==> config.mk <==
export PLATFORM = sky130hd
export DESIGN_NAME = keccak_perm_sched
export DESIGN_NICKNAME = d
export VERILOG_FILES = /design/src/rtl/keccak_perm_sched.sv
export SDC_FILE = /design/constraint.sdc
export NUM_CORES = 1
export LEC_CHECK = 0
export CAP_MARGIN = 25
export CORE_AREA = 2 2 40 42
export DETAILED_ROUTE_END_ITERATION = 10
export DIE_AREA = 0 0 42 44
export GPL_TIMING_DRIVEN = 0
export PLACE_DENSITY_LB_ADDON = 0.08
export SLEW_MARGIN = 5
export SYNTH_ARGS = -nofsm -noshare
export SYNTH_HDL_FRONTEND = slang
export SYNTH_SLANG_ARGS = --single-unit
export TNS_END_PERCENT = 1
==> constraint.sdc <==
create_clock -name clk -period 3.96 [get_ports clk]
set_input_delay 0.792 -clock clk [delete_from_list [all_inputs] [get_ports clk]]
set_output_delay 0.792 -clock clk [all_outputs]
set_load 0.005 [all_outputs]
==> src/rtl/keccak_perm_sched.sv <==
// keccak_perm_sched: round-robin scheduler sharing one Keccak-f[1600] permutation datapath between NUM_REQ requesters.
// Latency: a request accepted in cycle T runs rounds T+1..T+N (N = NUM_ROUNDS/ROUNDS_PER_CYCLE); rsp_valid is asserted from T+N+1.
// Backpressure: rsp_valid is held until rsp_ready[grant_id]; no new request is accepted until the scheduler is back in IDLE.
//
// Ports:
//   clk, rst_n            clock (rising edge), asynchronous active-low reset
//   req_valid/req_ready   per-requester request handshake (req_ready one-hot, IDLE only)
//   rsp_valid/rsp_ready   per-requester completion handshake (rsp_valid one-hot)
//   grant_id              current datapath owner, drives the datapath in/out muxes
//   busy                  high whenever the scheduler is not IDLE
//   dp_load               datapath captures the granted requester's input state
//   dp_round_en           datapath applies ROUNDS_PER_CYCLE rounds this cycle
//   dp_round_idx          index of the first round applied this cycle (iota select)
//   dp_last_round         final enabled cycle of the permutation
// Optional: define KECCAK_PERM_SCHED_PERF_EN to add perf_clr, perm_count and stall_count.
module keccak_perm_sched #(
  parameter int NUM_REQ          = 2,
  parameter int ROUNDS_PER_CYCLE = 1,
  parameter int NUM_ROUNDS       = 24,
  localparam int GW              = (NUM_REQ > 1) ? $clog2(NUM_REQ) : 1
) (
  input  logic               clk,
  input  logic               rst_n,
  input  logic [NUM_REQ-1:0] req_valid,
  output logic [NUM_REQ-1:0] req_ready,
  output logic [NUM_REQ-1:0] rsp_valid,
  input  logic [NUM_REQ-1:0] rsp_ready,
  output logic [GW-1:0]      grant_id,
  output logic               busy,
  output logic               dp_load,
  output logic               dp_round_en,
  output logic [4:0]         dp_round_idx,
  output logic               dp_last_round
`ifdef KECCAK_PERM_SCHED_PERF_EN
  ,
  input  logic               perf_clr,
  output logic [31:0]        perm_count,
  output logic [31:0]        stall_count
`endif
);

  // Elaboration-time parameter sanity
  if (NUM_REQ < 1 || NUM_REQ > 8) begin : g_bad_num_req
    $error("keccak_perm_sched: NUM_REQ must be in 1..8");
  end
  if (NUM_ROUNDS < 1 || NUM_ROUNDS > 24) begin : g_bad_num_rounds
    $error("keccak_perm_sched: NUM_ROUNDS must be in 1..24");
  end
  if (ROUNDS_PER_CYCLE < 1 || (NUM_ROUNDS % ROUNDS_PER_CYCLE) != 0) begin : g_bad_rpc
    $error("keccak_perm_sched: ROUNDS_PER_CYCLE must divide NUM_ROUNDS");
  end

  // Keccak-p uses the last NUM_ROUNDS rounds of the full 24, so the index
  // always finishes at 24; the last enabled cycle starts at 24-RPC.
  localparam logic [4:0] START_IDX = 5'(24 - NUM_ROUNDS);
  localparam logic [4:0] LAST_IDX  = 5'(24 - ROUNDS_PER_CYCLE);
  localparam logic [4:0] RPC5      = 5'(ROUNDS_PER_CYCLE);

  typedef enum logic [1:0] {
    IDLE  = 2'd0,
    ROUND = 2'd1,
    RESP  = 2'd2
  } state_e;

  state_e        state_q, state_d;
  logic [4:0]    cnt_q, cnt_d;
  logic [GW-1:0] grant_q, grant_d;
  logic [GW-1:0] last_q, last_d;

  logic [NUM_REQ-1:0] arb_oh;
  logic [GW-1:0]      arb_id;
  logic               arb_hit;
  logic [NUM_REQ-1:0] grant_oh;
  logic               rsp_hs;

  // Round-robin search starting just after the previous winner. Offset k is
  // the priority rank; the inner loop maps the rank back to a requester.
  always_comb begin
    arb_oh  = '0;
    arb_id  = '0;
    arb_hit = 1'b0;
    for (int k = 0; k < NUM_REQ; k++) begin
      for (int i = 0; i < NUM_REQ; i++) begin
        if (!arb_hit && req_valid[i] &&
            (i == ((int'(last_q) + 1 + k) % NUM_REQ))) begin
          arb_oh[i] = 1'b1;
          arb_id    = GW'(i);
          arb_hit   = 1'b1;
        end
      end
    end
  end

  assign grant_oh = NUM_REQ'(1) << grant_q;
  // Only the owner's rsp_ready matters; the others are ignored.
  assign rsp_hs   = (state_q == RESP) && rsp_ready[grant_q];
  assign grant_id = grant_q;

  always_comb begin
    state_d       = state_q;
    cnt_d         = cnt_q;
    grant_d       = grant_q;
    last_d        = last_q;
    req_ready     = '0;
    rsp_valid     = '0;
    dp_load       = 1'b0;
    dp_round_en   = 1'b0;
    dp_round_idx  = '0;
    dp_last_round = 1'b0;
    busy          = (state_q != IDLE);
    unique case (state_q)
      IDLE: begin
        req_ready = arb_oh;
        if (arb_hit) begin
          dp_load = 1'b1;
          grant_d = arb_id;
          last_d  = arb_id;
          cnt_d   = START_IDX;
          state_d = ROUND;
        end
      end
      ROUND: begin
        dp_round_en   = 1'b1;
        dp_round_idx  = cnt_q;
        dp_last_round = (cnt_q == LAST_IDX);
        if (cnt_q == LAST_IDX) begin
          // Park the counter rather than stepping past 23.
          cnt_d   = '0;
          state_d = RESP;
        end else begin
          cnt_d = cnt_q + RPC5;
        end
      end
      RESP: begin
        rsp_valid = grant_oh;
        if (rsp_hs) begin
          state_d = IDLE;
        end
      end
      default: begin
        state_d = IDLE;
      end
    endcase
  end

  // last_q resets to the top requester so requester 0 wins first.
  always_ff @(posedge clk or negedge rst_n) begin
    if (!rst_n) begin
      state_q <= IDLE;
      cnt_q   <= '0;
      grant_q <= '0;
      last_q  <= GW'(NUM_REQ - 1);
    end else begin
      state_q <= state_d;
      cnt_q   <= cnt_d;
      grant_q <= grant_d;
      last_q  <= last_d;
    end
  end

`ifdef KECCAK_PERM_SCHED_PERF_EN
  logic [31:0] perm_q, perm_d;
  logic [31:0] stall_q, stall_d;

  // Saturating counters; clear wins over increment.
  always_comb begin
    perm_d  = perm_q;
    stall_d = stall_q;
    if (perf_clr) begin
      perm_d  = '0;
      stall_d = '0;
    end else begin
      if (rsp_hs && (perm_q != 32'hFFFF_FFFF)) begin
        perm_d = perm_q + 32'd1;
      end
      if ((state_q == RESP) && !rsp_hs && (stall_q != 32'hFFFF_FFFF)) begin
        stall_d = stall_q + 32'd1;
      end
    end
  end

  always_ff @(posedge clk or negedge rst_n) begin
    if (!rst_n) begin
      perm_q  <= '0;
      stall_q <= '0;
    end else begin
      perm_q  <= perm_d;
      stall_q <= stall_d;
    end
  end

  assign perm_count  = perm_q;
  assign stall_count = stall_q;
`endif

endmodule
==> results of run 1 <==
through the flow:
| stage | cell area, um2 | hold WS (ns) |
|---|---|---|
| floorplan | 547 | 0.496 |
| global placement | 757 | 0.525 |
| detailed placement | 757 | 0.535 |
| CTS | 783 | 0.546 |
| global route | 783 | 0.559 |
| finish | 783 | 0.548 |
kinds of logic (layout without fill, tap and decap cells):
logic type      Yosys count  count (layout)  synth area share, %
simple gates             29              29                 30.0
compound gates           15              15                 20.4
flops                     9               9                 41.4
buf+inv                   5              28                 3.89
fa+ha+maj                 1               1                 2.29
mux                       1               1                 2.06
sequential cells by signal, indices dropped and copies added, names as in the netlist:
signal	cells
last_q	1
cnt_q	5
state_q	2
grant_id	1
worst max path at each step:
stage / endpoint / cells past startpoint
finish: req_ready[0] / 4
global route: req_ready[0] / 4
CTS: req_ready[0] / 4
detailed placement: req_ready[0] / 4
global placement: req_ready[0] / 4
floorplan: req_ready[0] / 2
final cells by class:
cell class | count | area share, %
clock buffer | 4 | 3.35
multi-input combinational | 46 | 38.2
inverter | 3 | 1.44
buffer | 2 | 1.28
sequential | 9 | 28.9
timing repair buffer | 19 | 24.3
tap | 16 | 2.56
cells in the final DEF (no fill, tap or decap), drive strengths merged:
cell type	count
a2111oi	1
a211o	1
a21oi	3
a22o	1
a31oi	1
a32o	1
a41oi	1
and2	5
and3	2
buf	2
clkbuf	4
clkdlybuf4s50	19
dfrtp	8
dfstp	1
ha	1
inv	3
mux2	1
nand2	5
nand2b	1
nand4	1
nand4b	1
nor2	8
nor2b	2
nor3	3
o21ai	4
o21bai	1
o31ai	1
or2	1
power by group:
part           switching [W]  leakage (nW)  internal [W]
Sequential         0.0000519         0.106      0.000134
Clock              0.0000334        0.0150     0.0000389
Combinational      0.0000865         0.216      0.000149
per-layer routing:
layer	GRT usage (%)	part of all wire [%]
met1	19.3	44
met2	26.3	50
met3	5.42	6.0
met4	7.74	0.68
met5	0	0
critical path, cell delays in order:
cell	delay, ns
sky130_fd_sc_hd__clkdlybuf4s50_1	0.53
sky130_fd_sc_hd__nand2b_1	0.12
sky130_fd_sc_hd__and3_1	0.18
sky130_fd_sc_hd__clkdlybuf4s50_1	0.50
==> flow_summary.html, run 1 <==
<table>
<tr><th>Metric</th><th>Value</th></tr>
<tr><th colspan="2">Global route</th></tr>
<tr><td>Total global-route track usage</td><td>16.2%</td></tr>
<tr><td>Global-route wire length before repair</td><td>roughly 2100 um</td></tr>
<tr><td>Vias in the first global route</td><td>between 400 and 500</td></tr>
<tr><td>Number of antenna violations at the first check in global routing</td><td>0</td></tr>
<tr><td>Aggregate global routing overflow</td><td>0</td></tr>
<tr><td>Pin count of the biggest net entering global routing</td><td>11</td></tr>
<tr><th colspan="2">Worst setup path</th></tr>
<tr><td>RR Startpoint</td><td>cnt_q[0]$_DFFE_PN0P_</td></tr>
<tr><td>Worst R2R Setup Slack</td><td>between 2 and 3 ns</td></tr>
<tr><td>Number of cells traversed by the worst register-to-register path</td><td>4</td></tr>
<tr><td>Class of the most critical setup path</td><td>in2out</td></tr>
<tr><td>Critical Path AT</td><td>around 2.1 ns</td></tr>
<tr><td>Biggest fanout along the worst timing path</td><td>6</td></tr>
<tr><td>Required time of the critical path</td><td>about 3.2 ns</td></tr>
<tr><td>Beginning of the critical path</td><td>req_valid[1]</td></tr>
<tr><td>Kind of capture point of the worst setup path</td><td>output pin</td></tr>
<tr><td>Launching element type of the critical path</td><td>input pin</td></tr>
<tr><td>Reg2Reg Capture Point</td><td>cnt_q[4]$_DFFE_PN0P_</td></tr>
<tr><th colspan="2">Pwr</th></tr>
<tr><td>PD cells</td><td>between 600 and 700 nW/um2</td></tr>
<tr><td>Leakage power</td><td>~0.34 nW</td></tr>
<tr><td>Total power of the final layout</td><td>about 0.00049 W</td></tr>
<tr><td>Worst-case vdd ir drop</td><td>roughly 0.00033 V</td></tr>
<tr><th colspan="2">Synthesis</th></tr>
<tr><td>Mapped Nets</td><td>67</td></tr>
<tr><td>Proportion of register bits with asynchronous set or reset after synthesis</td><td>between 90% and 100%</td></tr>
<tr><td>Register area share after synthesis</td><td>between 40 and 50%</td></tr>
<tr><td>Synth Instances</td><td>60</td></tr>
<tr><td>Number of distinct library cells after synthesis</td><td>29</td></tr>
<tr><td>Number of enable-type register cells in the synthesized netlist</td><td>0</td></tr>
<tr><td>Top flip-flop cell by instance count after synthesis</td><td>sky130_fd_sc_hd__dfrtp_1</td></tr>
<tr><td>Post-synth top area share</td><td>around 37%</td></tr>
<tr><td>Avg Synthesized Cell Area</td><td>around 9.1 um2</td></tr>
<tr><td>Most common library cells after synthesis</td><td>sky130_fd_sc_hd__dfrtp_1, sky130_fd_sc_hd__nor2_1, sky130_fd_sc_hd__and2_1, sky130_fd_sc_hd__nand2_1</td></tr>
<tr><td>Syn Std Cell Area</td><td>547 um2</td></tr>
<tr><td>Top cells by area, synth</td><td>sky130_fd_sc_hd__dfrtp_1, sky130_fd_sc_hd__and2_1, sky130_fd_sc_hd__nor2_1</td></tr>
<tr><td>Number of flip-flops and latches in the synthesized netlist</td><td>9</td></tr>
<tr><td>Library cell occupying the most area in the post-synthesis netlist</td><td>sky130_fd_sc_hd__dfrtp_1</td></tr>
<tr><td>Syn. warnings</td><td>0</td></tr>
<tr><th colspan="2">Placement</th></tr>
<tr><td>Placed wire-length estimate</td><td>between 900 and 1000 um</td></tr>
<tr><td>Place WS</td><td>between 1 and 1.5 ns</td></tr>
<tr><td>IO Port Bufs</td><td>19</td></tr>
<tr><td>Placed cells</td><td>95</td></tr>
<tr><td>Final weighted congestion of routability-driven global placement</td><td>between 0.7 and 0.8</td></tr>
<tr><th colspan="2">Detailed routing</th></tr>
<tr><td>Detailed-route via count</td><td>approximately 530</td></tr>
<tr><td>Via density</td><td>roughly 5.4</td></tr>
<tr><td>Routed Antenna Nets</td><td>0</td></tr>
<tr><td>Detailed-route wire length</td><td>about 1300 um</td></tr>
<tr><td>Number of DRC markers in iteration 0</td><td>2</td></tr>
<tr><td>Detailed-route DRC error count</td><td>0</td></tr>
<tr><td>Routed WL per cell</td><td>~13 um</td></tr>
<tr><td>Iteration count of the initial detailed-routing pass</td><td>4</td></tr>
<tr><th colspan="2">Layout</th></tr>
<tr><td>Area delta synth-&gt;final</td><td>43.2%</td></tr>
<tr><td>Seq. cell area</td><td>226 um2</td></tr>
<tr><td>Filler cell count</td><td>around 140</td></tr>
<tr><td>Area of combinational cells with multiple inputs</td><td>299 um2</td></tr>
<tr><td>Fraction of the core area covered by cells at the end of the flow</td><td>55.2%</td></tr>
<tr><td>Fin nets</td><td>just over 90</td></tr>
<tr><td>Diode insertion count for antenna repair</td><td>0</td></tr>
<tr><td>Finished Layout Cells</td><td>a little under 100</td></tr>
<tr><td>Ratio of cells with drive above 1 in the final layout</td><td>between 10% and 20%</td></tr>
<tr><th colspan="2">Die</th></tr>
<tr><td>Number of placed I/O pins</td><td>20</td></tr>
<tr><td>Initial core utilization</td><td>about two fifths</td></tr>
<tr><td>Chip width</td><td>between 40 and 50 um</td></tr>
<tr><td>Std-Cell Core Area</td><td>approximately 1400 um2</td></tr>
<tr><td>Die Area</td><td>1850 um2</td></tr>
<tr><td>Placement Rows</td><td>14</td></tr>
<tr><td>Vertical extent of the die</td><td>44 um</td></tr>
<tr><th colspan="2">Clocking</th></tr>
<tr><td>Hold_buf cts</td><td>0</td></tr>
<tr><td>Post-CTS Setup Bufs</td><td>0</td></tr>
<tr><td>Clock transition time at the flip-flop clock pins of the worst setup and hold paths</td><td>about 0.060 ns</td></tr>
<tr><td>Sinks on Clock Net</td><td>9</td></tr>
<tr><td>Number of clock buffers inserted by TritonCTS</td><td>3</td></tr>
<tr><td>Cell chosen for the clock root</td><td>sky130_fd_sc_hd__clkbuf_4</td></tr>
<tr><td>Maximum level of the CTS H-tree</td><td>1</td></tr>
<tr><td>CTS tree</td><td>done</td></tr>
<tr><td>Worst-case clock buffer depth</td><td>2</td></tr>
<tr><td>Latest clock arrival within the worst-skew pair</td><td>0.26 ns</td></tr>
<tr><td>Number of instances resized during post-cts repair</td><td>0</td></tr>
<tr><th colspan="2">Timing</th></tr>
<tr><td>Relative slew margins</td><td>71.5%</td></tr>
<tr><td>Crit share post-route</td><td>~74%</td></tr>
<tr><td>Unrepaired setup endpoints after global routing</td><td>no</td></tr>
<tr><td>Maximum operating frequency</td><td>roughly 0.34 GHz</td></tr>
<tr><td>Worst setup skew after layout</td><td>approximately 0.0056 ns</td></tr>
<tr><td>Setup total negative slack</td><td>0 ns</td></tr>
<tr><td>Final setup slack of the worst path</td><td>1.04 ns</td></tr>
<tr><td>Slew at the pin closest to its max-slew limit</td><td>~0.43 ns</td></tr>
<tr><td>Final count of negative-setup-slack endpoints</td><td>0</td></tr>
<tr><td>Post-layout min period</td><td>~2.9 ns</td></tr>
<tr><td>Final Hold Viols</td><td>0</td></tr>
<tr><td>Fin. max-slew vios</td><td>0</td></tr>
<tr><th colspan="2">Job</th></tr>
<tr><td>Number of max-capacitance violations reported</td><td>0</td></tr>
<tr><th colspan="2">Run status</th></tr>
<tr><td>Result of the run</td><td>complete, no violations</td></tr>
<tr><th colspan="2">Hold path</th></tr>
<tr><td>Worst min-delay path startpoint</td><td>last_q$_DFFE_PN1P_</td></tr>
<tr><td>Worst hold path stage count</td><td>2</td></tr>
<tr><td>Worst hold path type</td><td>reg2reg</td></tr>
<tr><td>Endpoint, Worst Hold</td><td>last_q$_DFFE_PN1P_</td></tr>
</table>
Note: power is estimated with default switching activity, not from simulation.
==> run 2: changes to the inputs <==
clock period = 2.7 ns   (was 3.96 ns; I/O delays follow)
==> results of run 2 <==
Same layout as run 1 (identical final DEF). Status: complete, no violations.
Main changes from that run: setup slack after placement 1.05 ns -> 0.294 ns; setup slack after layout 1.04 ns -> 0.185 ns; start point of the critical path req_valid[1] -> cnt_q[0]$_DFFE_PN0P_; end point of the critical path req_ready[0] -> dp_last_round; register-to-register setup slack 2.57 ns -> 1.31 ns; total power 0.000494 W -> 0.000724 W; worst IR drop on VDD 0.000335 V -> 0.000491 V
